--- config.mk ---
export PLATFORM = sky130hd
export DESIGN_NAME = wb_load_arbiter
export DESIGN_NICKNAME = d
export VERILOG_FILES = /design/src/rtl/wb_load_arbiter.sv
export SDC_FILE = /design/constraint.sdc
export NUM_CORES = 1
export LEC_CHECK = 0
export ABC_AREA = 1
export CELL_PAD_IN_SITES_DETAIL_PLACEMENT = 1
export CELL_PAD_IN_SITES_GLOBAL_PLACEMENT = 1
export CORE_UTILIZATION = 40
export DETAILED_ROUTE_END_ITERATION = 10
export GPL_ROUTABILITY_DRIVEN = 0
export HOLD_SLACK_MARGIN = 0.06
export PLACE_DENSITY = 0.85
export SETUP_SLACK_MARGIN = 0.05
export SLEW_MARGIN = 20
export SYNTH_ARGS = -nofsm -noshare
export SYNTH_HDL_FRONTEND = slang
export SYNTH_SLANG_ARGS = --single-unit
--- constraint.sdc ---
create_clock -name clk -period 11.4 [get_ports clk]
set_input_delay 1.14 -clock clk [delete_from_list [all_inputs] [get_ports clk]]
set_output_delay 1.14 -clock clk [all_outputs]
set_load 0.02 [all_outputs]
--- src/rtl/wb_load_arbiter.sv ---
// Writeback stage: arbitrates the register-file write port between ALU results and in-order load responses.
// Optional macro WB_BYPASS_EN forwards the draining load result to the decode source operands.
module wb_load_arbiter #(
    parameter int DEPTH = 4,
    parameter int PTR_W = $clog2(DEPTH)
) (
    input  logic           clk,
    input  logic           reset,
    input  logic           alu_we,
    input  logic [4:0]     alu_rd,
    input  logic [63:0]    alu_data,
    input  logic           ld_issue_valid,
    output logic           ld_issue_ready,
    input  logic [4:0]     ld_issue_rd,
    input  logic [2:0]     ld_issue_funct3,
    input  logic [2:0]     ld_issue_addr_lo,
    input  logic           ld_resp_valid,
    input  logic [63:0]    ld_resp_data,
    input  logic [4:0]     dec_rs1,
    input  logic [4:0]     dec_rs2,
    input  logic [4:0]     dec_rd,
    input  logic           dec_rd_we,
    output logic           hazard_stall,
`ifdef WB_BYPASS_EN
    output logic           byp_r1_valid,
    output logic           byp_r2_valid,
    output logic [63:0]    byp_r1_data,
    output logic [63:0]    byp_r2_data,
`endif
    output logic           rf_we,
    output logic [4:0]     rf_addr_w,
    output logic [63:0]    rf_data_w,
    output logic [PTR_W:0] pending_cnt
);
    localparam logic [PTR_W:0] FULL_CNT = (PTR_W+1)'(DEPTH);

    logic             valid_q [DEPTH];
    logic             done_q  [DEPTH];
    logic [4:0]       rd_q    [DEPTH];
    logic [2:0]       f3_q    [DEPTH];
    logic [2:0]       lo_q    [DEPTH];
    logic [63:0]      data_q  [DEPTH];
    logic [PTR_W-1:0] head_q, head_d, resp_q, resp_d, tail_q, tail_d;
    logic [PTR_W:0]   cnt_q, cnt_d;
    logic             do_issue, do_resp, do_pop, head_drain;
    logic             byp1, byp2;

    function automatic logic [63:0] ld_extend(input logic [2:0] f3, input logic [2:0] lo,
                                              input logic [63:0] raw);
        logic [7:0]  b;
        logic [15:0] h;
        logic [31:0] w;
        logic [63:0] r;
        // Lane index drops address bits below natural alignment.
        b = raw[{lo, 3'b000} +: 8];
        h = raw[{lo[2:1], 4'b0000} +: 16];
        w = raw[{lo[2], 5'b00000} +: 32];
        case (f3)
            3'b000:  r = {{56{b[7]}}, b};
            3'b001:  r = {{48{h[15]}}, h};
            3'b010:  r = {{32{w[31]}}, w};
            3'b011:  r = raw;
            3'b100:  r = {56'd0, b};
            3'b101:  r = {48'd0, h};
            3'b110:  r = {32'd0, w};
            default: r = '0;
        endcase
        return r;
    endfunction

    always_comb begin
        ld_issue_ready = (cnt_q != FULL_CNT);
        do_issue       = ld_issue_valid && ld_issue_ready;
        do_resp        = ld_resp_valid && valid_q[resp_q] && !done_q[resp_q];
        head_drain     = valid_q[head_q] && done_q[head_q];
        do_pop         = head_drain && !alu_we;

        head_d = head_q + PTR_W'(do_pop);
        resp_d = resp_q + PTR_W'(do_resp);
        tail_d = tail_q + PTR_W'(do_issue);
        cnt_d  = cnt_q + (PTR_W+1)'(do_issue) - (PTR_W+1)'(do_pop);

        rf_we     = 1'b0;
        rf_addr_w = '0;
        rf_data_w = '0;
        if (alu_we) begin
            rf_we     = (alu_rd != 5'd0);
            rf_addr_w = alu_rd;
            rf_data_w = alu_data;
        end else if (head_drain) begin
            rf_we     = (rd_q[head_q] != 5'd0);
            rf_addr_w = rd_q[head_q];
            rf_data_w = data_q[head_q];
        end
        if (reset) rf_we = 1'b0;

        byp1 = 1'b0;
        byp2 = 1'b0;
`ifdef WB_BYPASS_EN
        byp1 = do_pop && rf_we && (rf_addr_w == dec_rs1);
        byp2 = do_pop && rf_we && (rf_addr_w == dec_rs2);
`endif

        // A forwarded head no longer blocks the source it feeds.
        hazard_stall = 1'b0;
        for (int i = 0; i < DEPTH; i++) begin
            if (valid_q[i] && rd_q[i] != 5'd0) begin
                if (rd_q[i] == dec_rs1 && !(byp1 && PTR_W'(i) == head_q)) hazard_stall = 1'b1;
                if (rd_q[i] == dec_rs2 && !(byp2 && PTR_W'(i) == head_q)) hazard_stall = 1'b1;
                if (dec_rd_we && rd_q[i] == dec_rd) hazard_stall = 1'b1;
            end
        end
    end

`ifdef WB_BYPASS_EN
    assign byp_r1_valid = byp1;
    assign byp_r2_valid = byp2;
    assign byp_r1_data  = rf_data_w;
    assign byp_r2_data  = rf_data_w;
`endif

    assign pending_cnt = cnt_q;

    always_ff @(posedge clk or posedge reset) begin
        if (reset) begin
            head_q <= '0;
            resp_q <= '0;
            tail_q <= '0;
            cnt_q  <= '0;
            for (int i = 0; i < DEPTH; i++) begin
                valid_q[i] <= 1'b0;
                done_q[i]  <= 1'b0;
                rd_q[i]    <= '0;
                f3_q[i]    <= '0;
                lo_q[i]    <= '0;
                data_q[i]  <= '0;
            end
        end else begin
            head_q <= head_d;
            resp_q <= resp_d;
            tail_q <= tail_d;
            cnt_q  <= cnt_d;
            if (do_issue) begin
                valid_q[tail_q] <= 1'b1;
                done_q[tail_q]  <= 1'b0;
                rd_q[tail_q]    <= ld_issue_rd;
                f3_q[tail_q]    <= ld_issue_funct3;
                lo_q[tail_q]    <= ld_issue_addr_lo;
            end
            if (do_resp) begin
                done_q[resp_q] <= 1'b1;
                data_q[resp_q] <= ld_extend(f3_q[resp_q], lo_q[resp_q], ld_resp_data);
            end
            if (do_pop) valid_q[head_q] <= 1'b0;
        end
    end
endmodule

==> results of run 1 <==
-- sequential cells by signal, indices dropped and copies added (netlist names) --
name	cells
f3_q	12
tail_q	2
done_q	4
pending_cnt	3
data_q	256
resp_q	2
head_q	2
rd_q	20
lo_q	12
valid_q	4
-- logic make-up (layout without fill, tap and decap cells) --
family	Yosys count	after routing	share of synthesized area, %
simple gates	1350	1350	32.88
buf+inv	289	468	7.265
fa+ha+maj	6	6	0.4588
xor+xnor	45	45	2.190
flops	317	317	44.08
compound gates	358	358	13.13
-- worst max path at each step --
stage,start,endpoint
floorplan,reset,data_q[0]
detailed placement,alu_we,rf_addr_w[3]
CTS,head_q[1],rf_we
finish,head_q[1],rf_addr_w[3]
global placement,alu_we,rf_addr_w[2]
global route,head_q[1],rf_we
-- final cells by class --
type / instances / area, um2
Fill cell: 5430 / 22520
Multi-Input combinational cell: 1759 / 8810
Sequential cell: 317 / 7933
Timing Repair Buffer: 260 / 2549
Clock buffer: 52 / 1075
Tap cell: 592 / 740.7
Inverter: 140 / 540.5
Clock inverter: 16 / 150.1
-- cell usage after synthesis, types with 9 or more instances --
| cell type | number |
|---|---|
| o21ai_0 | 168 |
| a22o_1 | 64 |
| buf_2 | 46 |
| buf_1 | 12 |
| inv_2 | 13 |
| clkbuf_1 | 77 |
| nor3_1 | 9 |
| inv_1 | 123 |
| nand2_1 | 1146 |
| nand3_4 | 43 |
| xor2_1 | 22 |
| a21oi_1 | 24 |
| nand3_1 | 61 |
| dfrtp_1 | 317 |
| nor2_1 | 50 |
| nand2_2 | 12 |
| xnor2_1 | 23 |
| o211ai_1 | 9 |
| a221oi_1 | 66 |
-- per-layer routing --
layer  part of all wire, %  routed length, um  up-vias  GRT usage, %
li1                      -                  -     7921             -
met1                    42              28390     8860         38.15
met2                    48              32420      653         49.15
met3                   6.0               4055      153         3.901
met4                   3.8               2541        0         11.69
met5                     0                  0        -             0
-- power by group --
group,internal (mW),leakage [nW],switching (mW)
logic,0.0969,6.02,0.127
registers,1.13,4.35,0
clock network,0.709,0.603,0.507
-- per-stage QoR --
step,std cells,power [mW]
final,3136,2.565
after global routing,3136,2.637
after CTS,3136,2.577
after detailed placement,3068,1.368
after global placement,3068,1.362
after floorplan,2365,1.245
-- tightest hold or removal path: cells and delay by family (launching register included) --
kind | cells | cell delay, ns
flip-flops | 1 | 0.34
AND/OR/NAND/NOR | 2 | 0.10
==> flow_metrics.py, run 1 <==
metrics = {
    "setup_path": {
        "cp-start-kind": "flop",
        "critical_path_depth": 10,
        "r2r_slack_ns": 6.78,
        "slowest_delay_ns": 0.77,
        "critPathMostFrequentCell": "buf_4",
        "slowest_stage": "buf_4",
        "cp-end-kind": "output pin",
        "worstSetupPathType": "reg -> out",
        "cp_max_fo": 69,
        "cp.arrival_ns": 3.88,
        "r2r_start": "resp_q[0]",
        "ff2ff_path_depth": 12,
        "cp_num_buf_inv": 4,
        "crit_family": "buffers and inverters",
        "r2r-end": "data_q[61]",
        "crit_chain": "nor2_4 > buf_4 > a22oi_1 > o221ai_1 > nand3_2 > buf_4 > inv_2 > nand2_1 > o21ai_0 > clkdlybuf4s50_1",
        "cp_data_required_time_ns": 10.26,
    },
    "drt": {
        "drt_iter0_drc": 1224,
        "first_pass_iters": 5,
        "drc": 0,
        "routedWlPerCell_um": 21.50,
        "vias": 17587,
        "routed_wl_mm": 67.42,
        "via_per_inst": 5.608,
        "ant_nets": 0,
    },
    "clocking": {
        "numCtsBuffers": 38,
        "tritoncts": "done",
        "htreeDepth": 2,
        "ctsHoldBuffers": 0,
        "cts_setup_buffers": 0,
        "clkTransAtPathRegs_ns": 0.06,
        "cts_buffer_depth": 3,
        "cts-root-buf": "clkbuf_16",
        "cts.sinks": 317,
        "cts_resized": 0,
        "clock_latency_ns": 0.55,
    },
    "timing": {
        "rsz0062_at_grt": "false",
        "fin_crit_ns": 5.020,
        "slew_headroom_pct": 29.55,
        "whs_ns": 0.4777,
        "fmax_ghz": 0.1992,
        "finalCritPeriodShare_pct": 44.04,
        "finalSetupViolations": 0,
        "worst_pin_slew_ns": 1.057,
        "slew_viol_final": 0,
        "clock_skew_ns": 0.02169,
        "postLayoutSetupSlackWorst_ns": 6.380,
        "hold_violations": 0,
        "fin_tns_setup_ns": 0,
    },
    "yosys": {
        "yosys_warnings": 0,
        "synth_largest_area_cell": "dfrtp_1",
        "synth_enable_flop_cells": 0,
        "syn-instance-count": 2365,
        "yosys.area.top_type_share_pct": 44.08,
        "ys_async_sr_fraction_pct": 100.0,
        "syn-num-nets": 2536,
        "yosysSeqAreaShare_pct": 44.08,
        "synth-seq-cells": 317,
        "syn_area_um2": 18000,
        "synth_area_leaders": "dfrtp_1, nand2_1, o21ai_0",
        "ys.flop_type": "dfrtp_1",
        "yosysUniqueCellTypes": 45,
        "synth.avg_cell_area_um2": 7.610,
    },
    "floorplanning": {
        "initial_core_util_pct": 40.61,
        "die_y_um": 214.1,
        "die_w_um": 214.1,
        "dieArea_um2": 45850,
        "fp-row-count": 77,
        "core_area_um2": 44320,
        "num_io_pins": 240,
    },
    "run": {
        "timing.max_cap.violations": 0,
    },
    "layout": {
        "antennaDiodeCount": 0,
        "syn2layout_area_growth_pct": 21.11,
        "final_area_um2": 21800,
        "drive_above_1_share_pct": 7.233,
        "final_common_cell": "nand2_1",
        "fin_nets": 2687,
        "final_cell_mix": "nand2_1, dfrtp_1, clkdlybuf4s50_1, o21ai_0, inv_1",
        "post-route-util_pct": 49.18,
    },
    "min_path": {
        "hold_start": "data_q[74]",
        "holdCritPathClass": "reg -> reg",
        "hold_end": "data_q[74]",
        "whs_path_depth": 2,
    },
    "placement": {
        "placed_area_um2": 20570,
        "portBuffers": 239,
        "dpl.hpwl_mm": 43.38,
        "pre_cts_slack_ns": 6.420,
    },
    "power": {
        "power_density_nw_per_um2": 117.7,
        "cellLeakagePower_nw": 10.98,
        "irDropWorstVdd_mv": 0.1209,
    },
    "global_route": {
        "grt_pass1_wl_mm": 106.8,
        "grt_usage_pct": 29.27,
        "antenna_found_initial": 0,
        "grt_max_degree": 108,
        "overflow": 0,
        "grt_pass1_vias": 19083,
    },
    "outcome": {
        "status": "completed",
    },
}
Note: power is estimated with default switching activity, not from simulation.
==> inputs of run 2 (changes only) <==
CORE_UTILIZATION = 37   (was 40)
PLACE_DENSITY = 0.83   (was 0.85)
clock period = 4.5 ns   (was 11.4 ns; I/O delays follow)
==> run 2 against run 1 <==
Effect of this change:
- clock skew fell by 0.0016 ns
- largest cell class unchanged
- highest routed layer is now met5
- via count down 1.6%
- combinational power rose to 2.5 times the previous value
- core utilization fell by 3.3 points
- design area increased by 0.77%
- largest power group unchanged
- sequential share of layout area is 0.28 points lower
- worst setup slack got worse by 5.9 ns
- critical path depth fell by 4
- register-to-register slack got worse by 5.6 ns
==> flow_metrics.py, run 2 (same netlist as run 1, synthesis figures left out) <==
metrics = {
    "timing": {
        "slew_headroom_pct": 27.86,
        "rsz0062_at_grt": "false",
        "postLayoutSetupSlackWorst_ns": 0.4462,
        "clock_skew_ns": 0.02014,
        "finalCritPeriodShare_pct": 90.09,
        "worst_pin_slew_ns": 1.082,
        "whs_ns": 0.3943,
        "hold_violations": 0,
        "finalSetupViolations": 0,
        "fmax_ghz": 0.2467,
        "slew_viol_final": 0,
        "fin_crit_ns": 4.054,
    },
    "run": {
        "timing.max_cap.violations": 0,
    },
    "layout": {
        "reg.largest.list": "data_q x256, rd_q x20",
        "final_cell_mix": "nand2_1, dfrtp_1, clkdlybuf4s50_1, o21ai_0, inv_1",
        "fin_nets": 2696,
        "syn2layout_area_growth_pct": 22.05,
        "num-fill-cells": 5842,
        "largest_register_ffs": 256,
        "drive_above_1_share_pct": 7.412,
        "final_common_cell": "nand2_1",
        "regMostFlops": "data_q",
    },
    "global_route": {
        "grt_usage_pct": 27.26,
        "overflow": 0,
        "grt_pass1_vias": 18723,
        "antenna_found_initial": 5,
        "grt_max_degree": 124,
        "grt_pass1_wl_mm": 106.2,
    },
    "drt": {
        "first_pass_iters": 5,
        "via_per_inst": 5.463,
        "routedWlPerCell_um": 21.02,
        "vias": 17307,
        "routed_wl_mm": 66.58,
        "ant_nets": 0,
        "drc": 0,
        "drt_iter0_drc": 1307,
    },
    "placement": {
        "portBuffers": 239,
        "pre_cts_slack_ns": 1.005,
        "dpl.hpwl_mm": 43.50,
    },
    "clocking": {
        "cts_resized": 0,
        "cts_buffer_depth": 3,
        "cts.sinks": 317,
        "tritoncts": "done",
        "cts-root-buf": "clkbuf_16",
        "clock_latency_ns": 0.56,
        "cts_setup_buffers": 0,
        "clkTransAtPathRegs_ns": 0.06,
        "numCtsBuffers": 38,
        "ctsHoldBuffers": 0,
        "htreeDepth": 2,
    },
    "outcome": {
        "status": "completed",
    },
    "setup_path": {
        "cp-start-kind": "flop",
        "crit_chain": "nand2_1 > o2111ai_1 > nand3_2 > buf_4 > o21ai_0 > clkdlybuf4s50_1",
        "cp-end-kind": "output pin",
        "cp.arrival_ns": 3.60,
        "slowest_delay_ns": 0.66,
        "cp_data_required_time_ns": 4.05,
        "slowest_stage": "clkdlybuf4s50_1",
        "worstSetupPathType": "reg -> out",
        "crit_family": "buffers and inverters",
        "cp_max_fo": 45,
        "cp_num_buf_inv": 2,
    },
    "floorplanning": {
        "fp-row-count": 80,
        "initial_core_util_pct": 37.62,
        "die_w_um": 222.5,
        "num_io_pins": 240,
        "core_area_um2": 47850,
        "die_y_um": 222.5,
        "dieArea_um2": 49530,
    },
    "power": {
        "cellLeakagePower_nw": 11.04,
        "power_density_nw_per_um2": 296.9,
        "irDropWorstVdd_mv": 0.2622,
    },
    "min_path": {
        "holdCritPathClass": "in -> async",
    },
}
-- run 2: worst reg2reg max path, stage by stage, from the launching register on --
cell and delay (ns):
dfrtp_1 0.77, inv_4 0.16, nor2_2 0.29, a22oi_1 0.11, o221ai_1 0.10, nand2_1 0.24, nor2_4 0.16, clkinv_2 0.68
buf_4 0.51, nand2_1 0.10, nand2_1 0.06
-- run 2: through the flow --
step / area (um2) / cells / util, % / TNS [ns] / total power, mW
after CTS: 21960 / 3165 / 45.89 / 0 / 6.575
final: 21970 / 3168 / 45.91 / 0 / 6.521
after detailed placement: 20710 / 3100 / 43.28 / 0 / 3.469
after global routing: 21970 / 3168 / 45.91 / 0 / 6.717
after global placement: 20710 / 3100 / 43.28 / 0 / 3.457
after floorplan: 18000 / 2365 / - / -55.42 / 3.155
-- run 2: cell type report --
class	count	area [um2]	share of cell area [%]
multi-input cells	1759	8810	40.11
clock buffers	56	1142	5.201
diodes	3	7.507	0.03418
inverters	140	535.5	2.438
well taps	615	769.5	3.503
flip-flops and latches	317	7933	36.11
clock inverters	9	106.4	0.4842
repair buffers	269	2663	12.12
-- run 2: path summary, 6_finish.rpt --
path,from,end,slack [ns],cells after the start
setup / recovery,head_q[1],rf_data_w[21],0.45,6
hold / removal,reset,data_q[60],0.39,2
setup reg to reg,resp_q[0],data_q[87],1.21,10
hold reg to reg,data_q[92],data_q[92],0.48,2
max in group asynchronous,reset,data_q[11],2.99,3
min in group clk,data_q[92],data_q[92],0.48,2
-- run 2: per-layer routing --
layer  track usage [%]  wire length (um)
met5                 0                33
met4             10.19              2031
met3             3.822              3414
met2             46.33             32350
met1             35.12             28760
-- run 2: report_power, final --
group	leakage (nW)	internal, mW	total, mW	switching (mW)
Sequential	4.35	2.85	2.85	0
Combinational	6.07	0.249	0.568	0.319
Clock	0.616	1.87	3.10	1.23
Total	11.0	4.97	6.52	1.55
